### config.mk
export PLATFORM = sky130hd
export DESIGN_NAME = dog_dt_wr_gen
export DESIGN_NICKNAME = d
export VERILOG_FILES = /design/src/rtl/dog_dt_wr_gen.sv
export SDC_FILE = /design/constraint.sdc
export NUM_CORES = 1
export LEC_CHECK = 0
export BUFFER_PORTS_ARGS = -buffer_cell sky130_fd_sc_hd__buf_2
export CAP_MARGIN = 25
export CORE_ASPECT_RATIO = 1.2
export CORE_UTILIZATION = 38
export CTS_CLUSTER_SIZE = 25
export DETAILED_ROUTE_END_ITERATION = 12
export SLEW_MARGIN = 15
export SYNTH_ARGS = -nofsm -noshare
export SYNTH_HDL_FRONTEND = slang
export SYNTH_SLANG_ARGS = --single-unit
### constraint.sdc
create_clock -name clk -period 2.38 [get_ports clk]
set_input_delay 0.476 -clock clk [delete_from_list [all_inputs] [get_ports clk]]
set_output_delay 0.476 -clock clk [all_outputs]
set_load 0.1 [all_outputs]
### src/rtl/dog_dt_wr_gen.sv
// Frame write address generator: turns a stream of samples into row-major
// and/or column-major memory writes, discarding SKIP fill samples per line.
module dog_dt_wr_gen #(
    parameter int DATA_W = 8,
    parameter int XW     = 8,
    parameter int YW     = 8,
    parameter int SKIP   = 6
) (
    input  logic              clk,
    input  logic              rst_n,
    input  logic              start,
    input  logic [1:0]        mode,
    input  logic              clear,
    input  logic              wr_valid_in,
    input  logic [DATA_W-1:0] wr_data_in,
    output logic              wr_ready_out,
    input  logic              wr_ready_in,
    output logic              wr_valid_out,
    output logic [XW+YW-1:0]  wr_addr_out,
    output logic [DATA_W-1:0] wr_data_out,
    output logic              busy,
    output logic              done
);

    localparam int MW = (XW > YW) ? XW : YW;
    localparam int PW = ((MW > 8) ? MW : 8) + 1;
    localparam logic signed [PW-1:0] POS_INIT = PW'(-SKIP);
    localparam logic [PW-1:0] W_LAST = PW'((1 << XW) - 1);
    localparam logic [PW-1:0] H_LAST = PW'((1 << YW) - 1);

    typedef enum logic [1:0] {IDLE, ROW, COL, FIN} state_t;

    state_t               state, state_nxt;
    logic signed [PW-1:0] pos, pos_nxt;
    logic [PW-1:0]        line, line_nxt;
    logic [1:0]           mode_q, mode_nxt;
    logic                 active, in_fill, accept, pos_last, line_last;

    assign active  = (state == ROW) || (state == COL);
    assign in_fill = pos[PW-1];

    // Fill samples are swallowed without waiting on the memory side.
    assign wr_ready_out = active && !clear && (in_fill || wr_ready_in);
    assign wr_valid_out = active && !clear && wr_valid_in && !in_fill;
    assign accept       = active && !clear && wr_valid_in && wr_ready_out;
    assign wr_data_out  = wr_data_in;
    assign busy         = (state != IDLE);
    assign done         = (state == FIN);

    assign pos_last  = (state == ROW) ? ($unsigned(pos) == W_LAST) : ($unsigned(pos) == H_LAST);
    assign line_last = (state == ROW) ? (line == H_LAST) : (line == W_LAST);

    always_comb begin
        wr_addr_out = '0;
        if (state == ROW)
            wr_addr_out = {line[YW-1:0], pos[XW-1:0]};
        else if (state == COL)
            wr_addr_out = {pos[YW-1:0], line[XW-1:0]};
    end

    always_comb begin
        state_nxt = state;
        pos_nxt   = pos;
        line_nxt  = line;
        mode_nxt  = mode_q;
        if (clear) begin
            state_nxt = IDLE;
            pos_nxt   = POS_INIT;
            line_nxt  = '0;
        end else begin
            case (state)
                IDLE: begin
                    if (start && (mode != 2'b00)) begin
                        mode_nxt  = mode;
                        state_nxt = (mode == 2'b10) ? COL : ROW;
                        pos_nxt   = POS_INIT;
                        line_nxt  = '0;
                    end
                end
                ROW, COL: begin
                    if (accept) begin
                        if (pos_last) begin
                            pos_nxt = POS_INIT;
                            if (line_last) begin
                                line_nxt  = '0;
                                state_nxt = ((state == ROW) && (mode_q == 2'b11)) ? COL : FIN;
                            end else begin
                                line_nxt = line + PW'(1);
                            end
                        end else begin
                            pos_nxt = pos + PW'(1);
                        end
                    end
                end
                FIN:     state_nxt = IDLE;
                default: state_nxt = IDLE;
            endcase
        end
    end

    always_ff @(posedge clk or negedge rst_n) begin
        if (!rst_n) begin
            state  <= IDLE;
            pos    <= POS_INIT;
            line   <= '0;
            mode_q <= 2'b00;
        end else begin
            state  <= state_nxt;
            pos    <= pos_nxt;
            line   <= line_nxt;
            mode_q <= mode_nxt;
        end
    end

endmodule
Word level (Yosys, flattened, before mapping)
Cells that the tools add are included.
{"block": "totals", "regBits": 22, "inputBits": 16, "output_inout_bits": 28, "elab_cells": 59}
{"block": "op_classes", "n_addsub": 2, "n_eq_ne": 11, "mux": 21, "bitwise": 1, "n_reduce_logical": 20}
{"operator": "$mux W9", "n": 9}
{"operator": "$pmux W9 S2", "n": 2}
{"operator": "$mux W16", "n": 2}
{"operator": "$eq A9 B8 Y1 const B", "n": 2}
{"operator": "$mux W2", "n": 6}
{"operator": "$ne A3 B3 Y1 const B", "n": 4}
{"operator": "$add A9 B1 Y9 const B", "n": 1}
{"operator": "$add A9 B2 Y9 const B", "n": 1}
{"operator": "$eq A2 B2 Y1 const B", "n": 4}
{"operator": "$reduce_and A4 Y1", "n": 2}
{"operator": "$logic_and A1 B1 Y1", "n": 7}
{"operator": "$pmux W2 S3", "n": 1}
{"operator": "$reduce_and A3 Y1", "n": 2}
{"operator": "$reduce_bool A2 Y1", "n": 2}
{"operator": "$reduce_bool A3 Y1", "n": 1}
{"operator": "$eq A2 B1 Y1 const B", "n": 1}
{"operator": "$logic_not A1 Y1", "n": 2}
{"operator": "$logic_not A2 Y1", "n": 1}
{"operator": "$logic_or A1 B1 Y1", "n": 2}
{"operator": "$reduce_or A2 Y1", "n": 1}
{"operator": "$mux W1", "n": 1}
{"operator": "$not A1 Y1", "n": 1}

Depth between registers and ports, before layout
Gate-level depths: netlist of run 1.
{"block": "depth", "depth_word": 8, "ltp_mapped": 8, "ltp_nobuf": 8}

Worst setup path after synthesis of run 1
Ideal clock, no wire load.
{"block": "synth_path", "path_kind": "register -> output", "start": "register state[0]", "end": "output port wr_ready_out", "arrival_ns": 2.239, "t_required_ns": 1.904, "path_slack_ns": -0.335, "path_stages_with_launch": 6, "n_path_buf": 1, "path_cell_list": "dfrtp_1 > inv_1 > ha_1 > nand2b_1 > clkbuf_1 > nor2_1"}
{"block": "synth_between", "elab_chain_len": 4, "elab_cells_between_ends": 5, "cone_classes": "eq/ne (2); reduce/logical (3)"}
{"element": "start: declaration", "line_no": "33", "text": "state_t state, state_nxt;"}
{"element": "start signal: assignment", "line_no": "108", "text": "state <= state_nxt;"}
{"element": "$eq A2 B1 Y1 / $eq A2 B2 Y1 (equally long branches)", "line_no": "39", "text": "assign active = (state == ROW) || (state == COL);"}
{"element": "$logic_or A1 B1 Y1 (*)", "line_no": "39"}
{"element": "$logic_and A1 B1 Y1 (*) (2 in a row)", "line_no": "43", "text": "assign wr_ready_out = active && !clear && (in_fill || wr_ready_in);"}
{"element": "end: declaration", "line_no": "16", "text": "output logic wr_ready_out,"}
Every way passes the cells marked *; elsewhere a longest branch is shown, timed or not.

Worst setup path in the final report of run 1
Ends and elaborated chain as after synthesis.

==> results of run 1 <==
==> cell usage in the layout, fill, tap and decap left out, drive strengths merged, types with 3 or more instances in the layout <==
master and count:
a22o 21, a31oi 4, a32o 3, a32oi 3
and3 3, buf 35, clkbuf 3, dfrtp 15
dfstp 7, ha 8, inv 7, nand2 15
nand3 9, nor2 12, nor2b 3, nor3 6
o21ai 16
==> layout make-up <==
type	instances	area, µm²	area share (%)
timing repair buffer	35	465	22.1
sequential	22	559	26.5
clock inverter	1	30.0	1.42
clock buffer	3	41.3	1.96
tap	54	67.6	3.20
inverter	7	26.3	1.24
multi-input combinational	128	921	43.6
==> power groups by stage <==
stage,Sequential [µW],Clock [µW],Combinational (µW)
3_5_place_dp,514,0,2030
5_1_grt,515,374,2160
6_report,507,349,2050
3_3_place_gp,510,0,2000
2_1_floorplan,494,0,1450
4_1_cts,507,357,2040
==> what timing repair did <==
item / CTS / global route
hold buffers: 0 / 0
endpoints found under the setup margin: 1 / 8
resized for setup: 1 / 3
==> per-layer routing <==
metal / vias to the layer above / GRT usage, %
met5: - / 0
met4: 0 / 5.81
met3: 2 / 2.48
met2: 42 / 31.0
met1: 718 / 24.4
li1: 688 / -
==> stage by stage <==
stage	util [%]	hold WS [ns]	TNS (ns)	worst slack, ns
final	53.1	0.172	0	0.158
after global routing	53.1	0.209	0	0.0113
after CTS	52.8	0.188	0	0.0521
after detailed placement	51.0	0.468	0	0.0801
after global placement	51.0	0.463	0	0.167
after floorplan	-	0.180	-0.724	-0.289
==> path summary, 6_finish.rpt <==
| path | slack (ns) | endpoint | depth (start not counted) | start |
|---|---|---|---|---|
| max | 0.16 | wr_ready_out | 5 | state[0]$_DFFE_PN0P_ |
| min | 0.17 | line[5]$_DFFE_PN0P_ | 1 | rst_n |
| max reg2reg | 0.16 | line[3]$_DFFE_PN0P_ | 9 | pos[3]$_DFFE_PN1P_ |
| min reg2reg | 0.49 | mode_q[0]$_DFFE_PN0P_ | 2 | mode_q[0]$_DFFE_PN0P_ |
| max in group asynchronous | 1.84 | pos[8]$_DFFE_PN1P_ | 1 | rst_n |
| min in group clk | 0.49 | mode_q[0]$_DFFE_PN0P_ | 2 | mode_q[0]$_DFFE_PN0P_ |
==> state kept, by name, summed over array words and instances (netlist names) <==
name    cells
pos         9
mode_q      2
line        9
state       2
==> cell families (layout without fill, tap and decap cells) <==
logic type / Yosys count / in the layout
adders and majority gates: 8 / 8
and+or+nand+nor: 62 / 62
muxes: 3 / 3
AOI/OAI and AO/OA: 55 / 55
DFF: 22 / 22
buffers and inverters: 24 / 46
==> cell usage after synthesis, types with 2 or more instances <==
cell type  count
ha_1           8
inv_1          7
a31oi_1        4
clkbuf_1       4
dfrtp_1       15
and3_1         3
and4_1         2
nor2_1        11
a22o_1        19
nand3_1        9
nand2b_1       2
buf_2          4
nor3_1         6
nor2b_1        3
a22o_2         2
a32o_1         3
nand2_1       14
a32oi_1        3
or3_1          2
o21ai_0       16
dfstp_2        7
buf_4          8
==> worst register-to-register path: stages (launching register included) <==
cell and delay (ns):
dfstp_2 0.58, and3_1 0.24, nand3_1 0.09, nor2_1 0.12, ha_2 0.22, o211ai_1 0.14
a32oi_1 0.19, buf_4 0.18, o21ai_0 0.09, a22o_1 0.25
==> results by group, run 1 <==
Outcome
  – Outcome: complete, no violations

Logic synthesis
  – Sequential area share after synthesis: 35.4%
  – Synth Area in Adders: 6.34%
  – Post-synthesis mux area share: 2.06%
  – Top FF cell, synth: dfrtp_1
  – Post-synth EDFFs: 0
  – Unique masters post-synth: 44
  – Ranking of synthesized cells by area: dfrtp_1 24%, dfstp_2 12%, a22o_1 11%, ha_1 6.3%, o21ai_0 5.1%
  – Async set or reset register ratio after synthesis: 100%
  – Area leader, netlist: dfrtp_1
  – Post-synthesis compound-gate area fraction: 27.5%
  – Synth top area share: 23.8%
  – Syn Inst Count: 174
  – Largest family of logic cells by synthesized area: compound AO/OA/AOI/OAI gates
  – Xor/xnor cell area share of the yosys netlist: 0%
  – Syn Area/Cell: 9.07 µm²
  – Syn nets: 198
  – Yosys synthesis warning count: 0
  – Synthesized flop and latch total: 22
  – Post-Synth Simple-Gate Area: 20.7%
  – Netlist Area Pre-Place: 0.00158 mm²

STA
  – Worst slew pin tran: 0.509 ns
  – Clk_skew: 0.00850 ns
  – Fin crit share: 93.4%
  – RSZ-0062 raised after global routing: false
  – Final setup violation count: 0
  – Final Max Tran Viols: 0
  – Final Hold Vio Count: 0
  – Post-layout minimum cycle time: 2.22 ns
  – FMAX: 0.450 GHz
  – Rel. slew slack: 66.0%

Finish
  – Layout cells sized above 1: 33.7%
  – Antenna Diode Count: 0
  – Final instance area: 0.00211 mm²
  – Fill cells: 372
  – Layout Nets: 221
  – Final Non-Filler Cells: 250
  – Area Growth Syn to Fin: 33.8%

Global routing
  – Vias in the first global route: 1313
  – Largest net degree at the start of global routing: 23
  – GRT Overall Usage: 18.5%
  – Overflow after GRT: 0
  – First-pass GRT wire length: 6.22 mm
  – Initial antenna violation count: 0

Pwr
  – Sequential power share: 17.4%
  – Power share of the clock group: 12.0%
  – Switching share of power: 52.5%
  – Internal power: 1380 µW
  – Comb power frac: 70.5%
  – VDD IR-drop max: 0.522 mV
  – Power density over the cells: 1380 mW/mm²
  – Total power: 2900 µW
  – Net Sw Power: 1520 µW
  – Pleak: 0.000922 µW

Die
  – Die area: 0.00441 mm²
  – Placement Rows: 25
  – # IOs: 44
  – Die H: 72.6 µm
  – Die W: 60.8 µm
  – Placeable Area: 0.00397 mm²
  – Initial core utilization: 39.7%

Worst setup path
  – Crit path buf inv count: 2
  – Cells along the critical path: inv_1 > ha_1 > nand2b_1 > nor2_2 > buf_12
  – Crit-path leading delay family: simple AND/OR/NAND/NOR gates
  – WS Path Type: reg -> out
  – Crit path launch type: flop
  – Critical Path AT: 1.75 ns
  – Critical path's slowest cell: dfrtp_1
  – CP peak stage delay: 0.39 ns
  – Worst Setup End Kind: primary output
  – CP required: 1.90 ns
  – Critical path peak fanout: 8

Clock network
  – Clock sinks: 22
  – H-tree Lvls: 1
  – Total CTS buffers: 3
  – CTS tree: built
  – Postcts setup bufs: 0
  – Worst-Skew Late Latency: 0.26 ns
  – Clock Path Buffers: 2
  – CTS root buf: clkbuf_8
  – Clk slew on worst S/H paths: 0.09 ns

Route
  – Avg Vias per Cell: 5.80
  – Top Metal Used: met4
  – DRT met1 WL: 1.67 mm
  – # DRC: 0
  – WL final: 3.82 mm
  – Total number of vias: 1450
  – Met3 Routed Length: 158 µm
  – ANT nets after route: 0
  – Initial DRT Pass Iterations: 4
  – Met2 Wirelength: 1.97 mm
  – Initial DRC count: 62
  – Wirelength per Cell: 15.3 µm

Placement
  – Post-Place Cells: 246
  – Placer congestion estimate: 0.837
  – Area after DPL: 0.00202 mm²
  – Port Buffers: 27
  – DP Wirelength: 2.95 mm

Flow run
  – MaxCap Viol Count: 0

Hold path
  – Worst hold path class: in -> async
Note: power is estimated with default switching activity, not from simulation.
==> run 2: changes to the inputs <==
--- a/config.mk
+++ b/config.mk
@@ -11,6 +11,7 @@
 export CORE_UTILIZATION = 38
 export CTS_CLUSTER_SIZE = 25
 export DETAILED_ROUTE_END_ITERATION = 12
+export HOLD_SLACK_MARGIN = 0.05
 export SLEW_MARGIN = 15
 export SYNTH_ARGS = -nofsm -noshare
 export SYNTH_HDL_FRONTEND = slang
==> constraint.sdc (replaced) <==
create_clock -name clk -period 2.38 [get_ports clk]
set_input_delay 0 -clock clk [delete_from_list [all_inputs] [get_ports clk]]
set_output_delay 0 -clock clk [all_outputs]
set_load 0.1 [all_outputs]
==> run 2 against run 1 <==
Effect of this change: power rose by 0.57%; sequential power up 0.8%; clock-buffer cell count unchanged; die area stayed put; first-iteration DRC count down 3.2%.
==> results by group, run 2 (synthesis gave the netlist of run 1 again) <==
Hold path
  – Worst hold path class: in -> reg

Clock network
  – Clk slew on worst S/H paths: 0.09 ns (about the same)
  – Clock Path Buffers: 2 (unchanged)
  – CTS root buf: clkbuf_8
  – Worst-Skew Late Latency: 0.27 ns (about the same)
  – Total CTS buffers: 3 (unchanged)
  – H-tree Lvls: 1 (unchanged)
  – Clock sinks: 22 (unchanged)
  – CTS tree: built

Global routing
  – Vias in the first global route: 1455 (+11%)
  – Overflow after GRT: 0 (unchanged)
  – Largest net degree at the start of global routing: 23 (unchanged)
  – GRT Overall Usage: 20.1% (+1.6 points)
  – Initial antenna violation count: 0 (unchanged)
  – First-pass GRT wire length: 6.60 mm (+6.2%)

Finish
  – Final Util: 54.7% (+1.6 points)
  – Fill cells: 358 (-3.8%)
  – Area Growth Syn to Fin: 37.8%
  – Antenna Diode Count: 0 (unchanged)
  – Final Non-Filler Cells: 259 (+3.6%)
  – Commonest non-fill, non-tap cell in the layout: a22o_1
  – Layout cells sized above 1: 27.3% (-6.4 points)
  – Layout Nets: 230 (+4.1%)
  – Top flop regs: line: 9 flops, pos: 9 flops
  – Commonest cells after routing, fill and taps aside: 19 x a22o_1, 17 x buf_12, 16 x o21ai_0

Pwr
  – Internal power: 1340 µW (-2.9%)
  – Comb power frac: 70.4% (about the same)
  – Switching share of power: 54.1% (+1.7 points)
  – Pleak: 0.000950 µW (+3.0%)
  – Power density over the cells: 1340 mW/mm² (-2.4%)
  – VDD IR-drop max: 0.429 mV (-18%)
  – Sequential power share: 17.5% (about the same)
  – Total power: 2920 µW (+0.57%)
  – Power share of the clock group: 12.1% (about the same)
  – Net Sw Power: 1580 µW (+3.7%)

Route
  – Avg Vias per Cell: 5.86 (+0.99%)
  – Wirelength per Cell: 15.5 µm (+1.6%)
  – Initial DRT Pass Iterations: 4 (unchanged)
  – Total number of vias: 1517 (+4.6%)
  – WL final: 4.03 mm (+5.3%)
  – # DRC: 0 (unchanged)
  – Initial DRC count: 60 (-3.2%)
  – ANT nets after route: 0 (unchanged)

Worst setup path
  – Crit-path leading delay family: compound AO/OA/AOI/OAI gates
  – Worst Setup End Kind: flop
  – CP required: 2.54 ns (+0.64 ns)
  – Critical Path AT: 2.37 ns (+0.62 ns)
  – CP peak stage delay: 0.59 ns (+0.20 ns)
  – Critical path's slowest cell: dfstp_2
  – Cells along the critical path: and3_2 > nand3_1 > nor2_1 > ha_1 > o211ai_1 > a32oi_1 > buf_4 > o21ai_0 > a22o_1
  – WS Path Type: reg -> reg
  – Crit path buf inv count: 1 (-1)
  – Critical path peak fanout: 8 (unchanged)
  – Crit path launch type: flop

Die
  – Placeable Area: 0.00397 mm² (unchanged)
  – Placement Rows: 25 (unchanged)
  – # IOs: 44 (unchanged)
  – Die H: 72.6 µm (unchanged)
  – Die area: 0.00441 mm² (unchanged)
  – Die W: 60.8 µm (unchanged)
  – Initial core utilization: 39.7% (unchanged)

STA
  – Worst slew pin tran: 0.980 ns (+0.471 ns)
  – Final setup violation count: 0 (unchanged)
  – Hold WS: 0.157 ns (-0.0152 ns)
  – Clk_skew: 0.00587 ns (-0.00263 ns)
  – Rel. slew slack: 34.4% (-32 points)
  – FMAX: 0.453 GHz (+0.61%)
  – Final Max Tran Viols: 0 (unchanged)
  – RSZ-0062 raised after global routing: false
  – Fin crit share: 92.8% (-0.57 points)
  – TNS Setup: 0 ns (unchanged)
  – Post-layout minimum cycle time: 2.21 ns (-0.0136 ns)
  – Final Hold Vio Count: 0 (unchanged)

Placement
  – Port Buffers: 27 (unchanged)
  – Post-Place Cells: 244 (-0.81%)
  – DP Wirelength: 3.04 mm (+2.9%)
  – Placer congestion estimate: 0.807 (-3.5%)

Outcome
  – Outcome: complete, no violations

Flow run
  – MaxCap Viol Count: 0 (unchanged)
[run 2: changes by cell type in the layout (fill, tap and decap cells not counted), sizes merged]
cell | previous run | this run
buf | 35 | 33
dlygate4sd3 | 0 | 11
[run 2: stage by stage]
| step | setup WS, ns | instance area [µm²] |
|---|---|---|
| after floorplan | 0.141 | 1580 |
| after global placement | 0.287 | 1980 |
| after detailed placement | 0.164 | 1980 |
| after CTS | 0.142 | 2160 |
| after global routing | 0.00795 | 2170 |
| final | 0.171 | 2170 |
[run 2: tightest hold or removal path, delay by kind of cell]
kind                   cells  cell delay [ns]
multiplexers               1             0.14
AO/OA/AOI/OAI              1             0.11
buffers and inverters      1             0.13
[run 2: cell type report]
class | count | area, µm² | share of cell area (%)
timing repair buffer | 44 | 546 | 25.1
clock buffer | 3 | 41.3 | 1.90
inverter | 7 | 26.3 | 1.21
multi-input combinational | 128 | 905 | 41.6
sequential | 22 | 559 | 25.7
tap | 54 | 67.6 | 3.11
clock inverter | 1 | 30.0 | 1.38
[run 2: per-layer routing]
layer	vias to the layer above	GRT usage, %	share of wire [%]
met2	70	34.3	52
met3	12	2.30	5.3
met1	724	25.4	41
li1	711	-	-
met5	-	0	0
met4	0	8.08	2.0
[run 2: power by group through the flow]
stage                     Sequential [µW]  Clock, µW  Combinational (µW)
after floorplan                       494          0                1440
after global placement                509          0                1950
after detailed placement              516          0                1970
after CTS                             509        362                2050
after global routing                  521        379                2150
final                                 511        353                2060
[run 2: worst paths after layout]
kind                                       start                    end  slack (ns)  cells after the start
max in group asynchronous                  rst_n     pos[8]$_DFFE_PN1P_        1.78                      2
min in group asynchronous                  rst_n    line[7]$_DFFE_PN0P_        0.23                      2
min reg2reg                mode_q[0]$_DFFE_PN0P_  mode_q[0]$_DFFE_PN0P_        0.50                      2
min                                        clear   state[0]$_DFFE_PN0P_        0.16                      3
max                           pos[3]$_DFFE_PN1P_    line[3]$_DFFE_PN0P_        0.17                      9
max reg2reg                   pos[3]$_DFFE_PN1P_    line[3]$_DFFE_PN0P_        0.17                      9
[run 2: what timing repair did]
item	in CTS	in global routing
hold buffers	11	0
hold endpoints to repair	25	0
endpoints found under the setup margin	0	6
setup buffers	0	0
gates resized for setup	0	4
==> run 3: changes to the inputs <==
==> constraint.sdc (replaced) <==
create_clock -name clk -period 2.38 [get_ports clk]
set_input_delay 0 -clock clk [delete_from_list [all_inputs] [get_ports clk]]
set_output_delay 0 -clock clk [all_outputs]
set_load 0.02 [all_outputs]
==> run 3 against run 2 <==
Effect of this change: power fell by 35%; combinational power down 50%; via count fell by 3.6%; critical path type unchanged; largest cell class unchanged; largest power group unchanged; highest routed layer unchanged.
==> results by group, run 3 (synthesis gave the netlist of run 1 again) <==
Placement
  – Placer congestion estimate: 0.881 (+9.1%)
  – Port Buffers: 27 (unchanged)
  – DP Wirelength: 2.87 mm (-5.4%)

Worst setup path
  – Critical Path AT: 2.37 ns (about the same)
  – Crit path to: line[0]$_DFFE_PN0P_
  – Reg-to-Reg Start: pos[3]$_DFFE_PN1P_
  – Cells along the critical path: and3_1 > nand3_1 > nor2_1 > ha_1 > o211ai_1 > a32o_1 > nor2_4 > mux2_2
  – Crit-path leading delay family: simple AND/OR/NAND/NOR gates
  – Flop2flop setup slack: 0.23 ns (+0.06 ns)
  – Crit path buf inv count: 0 (-1)
  – Worst Reg-to-Reg Cells: 8 (-1)
  – R2r endpoint: line[0]$_DFFE_PN0P_
  – Critical path peak fanout: 9 (+1)
  – Crit path launch type: flop
  – WS Path Type: reg -> reg
  – CP required: 2.59 ns (+0.05 ns)
  – Crit. path cell count: 8 (-1)
  – CP peak stage delay: 0.59 ns (about the same)
  – Worst Setup End Kind: flop
  – Worst setup startpoint: pos[3]$_DFFE_PN1P_
  – Critical path's slowest cell: dfstp_2

Clock network
  – Clock Path Buffers: 2 (unchanged)
  – H-tree Lvls: 1 (unchanged)
  – Total CTS buffers: 3 (unchanged)
  – CTS root buf: clkbuf_8
  – Clk slew on worst S/H paths: 0.09 ns (about the same)
  – CTS tree: built
  – Worst-Skew Late Latency: 0.27 ns (about the same)
  – Clock sinks: 22 (unchanged)
  – Postcts setup bufs: 0 (unchanged)

Finish
  – Top flop regs: line: 9 flops, pos: 9 flops
  – Layout cells sized above 1: 26.2% (-1.1 points)
  – Commonest cells after routing, fill and taps aside: 27 x buf_2, 19 x a22o_1, 16 x o21ai_0
  – Antenna Diode Count: 0 (unchanged)
  – Layout Nets: 231 (+0.43%)
  – Area Growth Syn to Fin: 21.7%
  – Commonest non-fill, non-tap cell in the layout: buf_2
  – Fill cells: 417 (+16%)

Die
  – Die W: 60.8 µm (unchanged)
  – Initial core utilization: 39.7% (unchanged)
  – Placement Rows: 25 (unchanged)
  – Die area: 0.00441 mm² (unchanged)
  – Placeable Area: 0.00397 mm² (unchanged)
  – Die H: 72.6 µm (unchanged)
  – # IOs: 44 (unchanged)

STA
  – TNS Setup: 0 ns (unchanged)
  – FMAX: 0.464 GHz (+2.6%)
  – Rel. slew slack: 59.3% (+25 points)
  – Final setup violation count: 0 (unchanged)
  – Final Hold Vio Count: 0 (unchanged)
  – Fin crit share: 90.5% (-2.3 points)
  – Worst slew pin tran: 0.610 ns (-0.370 ns)
  – RSZ-0062 raised after global routing: false
  – Hold WS: 0.155 ns (-0.00221 ns)
  – Post-layout minimum cycle time: 2.15 ns (-0.0555 ns)
  – Final Max Tran Viols: 0 (unchanged)
  – Clk_skew: 0.00690 ns (+0.00103 ns)

Global routing
  – Vias in the first global route: 1379 (-5.2%)
  – Overflow after GRT: 0 (unchanged)
  – Largest net degree at the start of global routing: 23 (unchanged)
  – GRT Overall Usage: 18.9% (-1.2 points)
  – Initial antenna violation count: 0 (unchanged)
  – First-pass GRT wire length: 6.28 mm (-4.9%)

Pwr
  – Pleak: 0.000903 µW (-4.9%)
  – VDD IR-drop max: 0.332 mV (-23%)
  – Power density over the cells: 989 mW/mm² (-26%)

Route
  – # DRC: 0 (unchanged)
  – ANT nets after route: 0 (unchanged)
  – Total number of vias: 1462 (-3.6%)
  – Initial DRC count: 63 (+5.0%)
  – WL final: 3.86 mm (-4.1%)
  – Initial DRT Pass Iterations: 4 (unchanged)
  – Wirelength per Cell: 14.8 µm (-4.5%)
  – Avg Vias per Cell: 5.62 (-4.0%)

Hold path
  – Worst hold path class: in -> reg

Outcome
  – Outcome: complete, no violations

Flow run
  – MaxCap Viol Count: 0 (unchanged)
[run 3: cell count changes in the layout (fill, tap and decap cells not counted), sizes merged]
cell	change
buf	+1
[run 3: power by group]
part	total, µW	switching, µW	leakage (µW)	internal (µW)
registers	501	60.3	0.000276	440
clock network	358	133	0.0000357	225
logic	1040	637	0.000592	403
[run 3: area by class of cell]
cell class	count	area (µm²)	share of cell area (%)
Sequential cell	22	559	29.1
Timing Repair Buffer	45	298	15.5
Clock inverter	1	30.0	1.56
Inverter	7	26.3	1.37
Clock buffer	3	41.3	2.15
Tap cell	54	67.6	3.52
Multi-Input combinational cell	128	898	46.8
[run 3: tightest hold or removal path, cell delays in order]
cell	delay, ns
buf_2	0.12
a21oi_1	0.13
mux2_1	0.13
[run 3: metrics by stage]
step / instances / worst slack [ns] / instance area, µm² / power (µW) / util (%)
4_1_cts: 259 / 0.101 / 1910 / 1890 / 48.0
3_5_place_dp: 244 / 0.182 / 1730 / 1510 / 43.5
5_1_grt: 260 / 0.0423 / 1920 / 2040 / 48.3
6_report: 260 / 0.227 / 1920 / 1900 / 48.3
3_3_place_gp: 244 / 0.278 / 1730 / 1480 / 43.5
2_1_floorplan: 174 / 0.249 / 1580 / 1230 / -
[run 3: routing by layer]
metal	vias up	global-route usage, %	wire length [µm]
met4	0	8.08	64
met3	6	2.30	106
met2	36	31.7	1930
li1	710	-	-
met1	710	23.9	1760
met5	-	0	0
[run 3: worst min-delay path by stage]
stage               depth (start not counted)  startpoint                   end
global placement                            1       rst_n  state[0]$_DFFE_PN0P_
detailed placement                          1       rst_n  state[0]$_DFFE_PN0P_
CTS                                         3       clear  state[0]$_DFFE_PN0P_
floorplan                                   0       rst_n   line[0]$_DFFE_PN0P_
finish                                      3       clear  state[0]$_DFFE_PN0P_
global route                                4       clear  state[1]$_DFFE_PN0P_
[run 3: repair_timing]
action | 4_1_cts | 5_1_grt
endpoints found under the setup margin | 0 | 6
gates resized for setup | 0 | 1
endpoints found under the hold margin | 25 | 0
hold buffers | 11 | 0
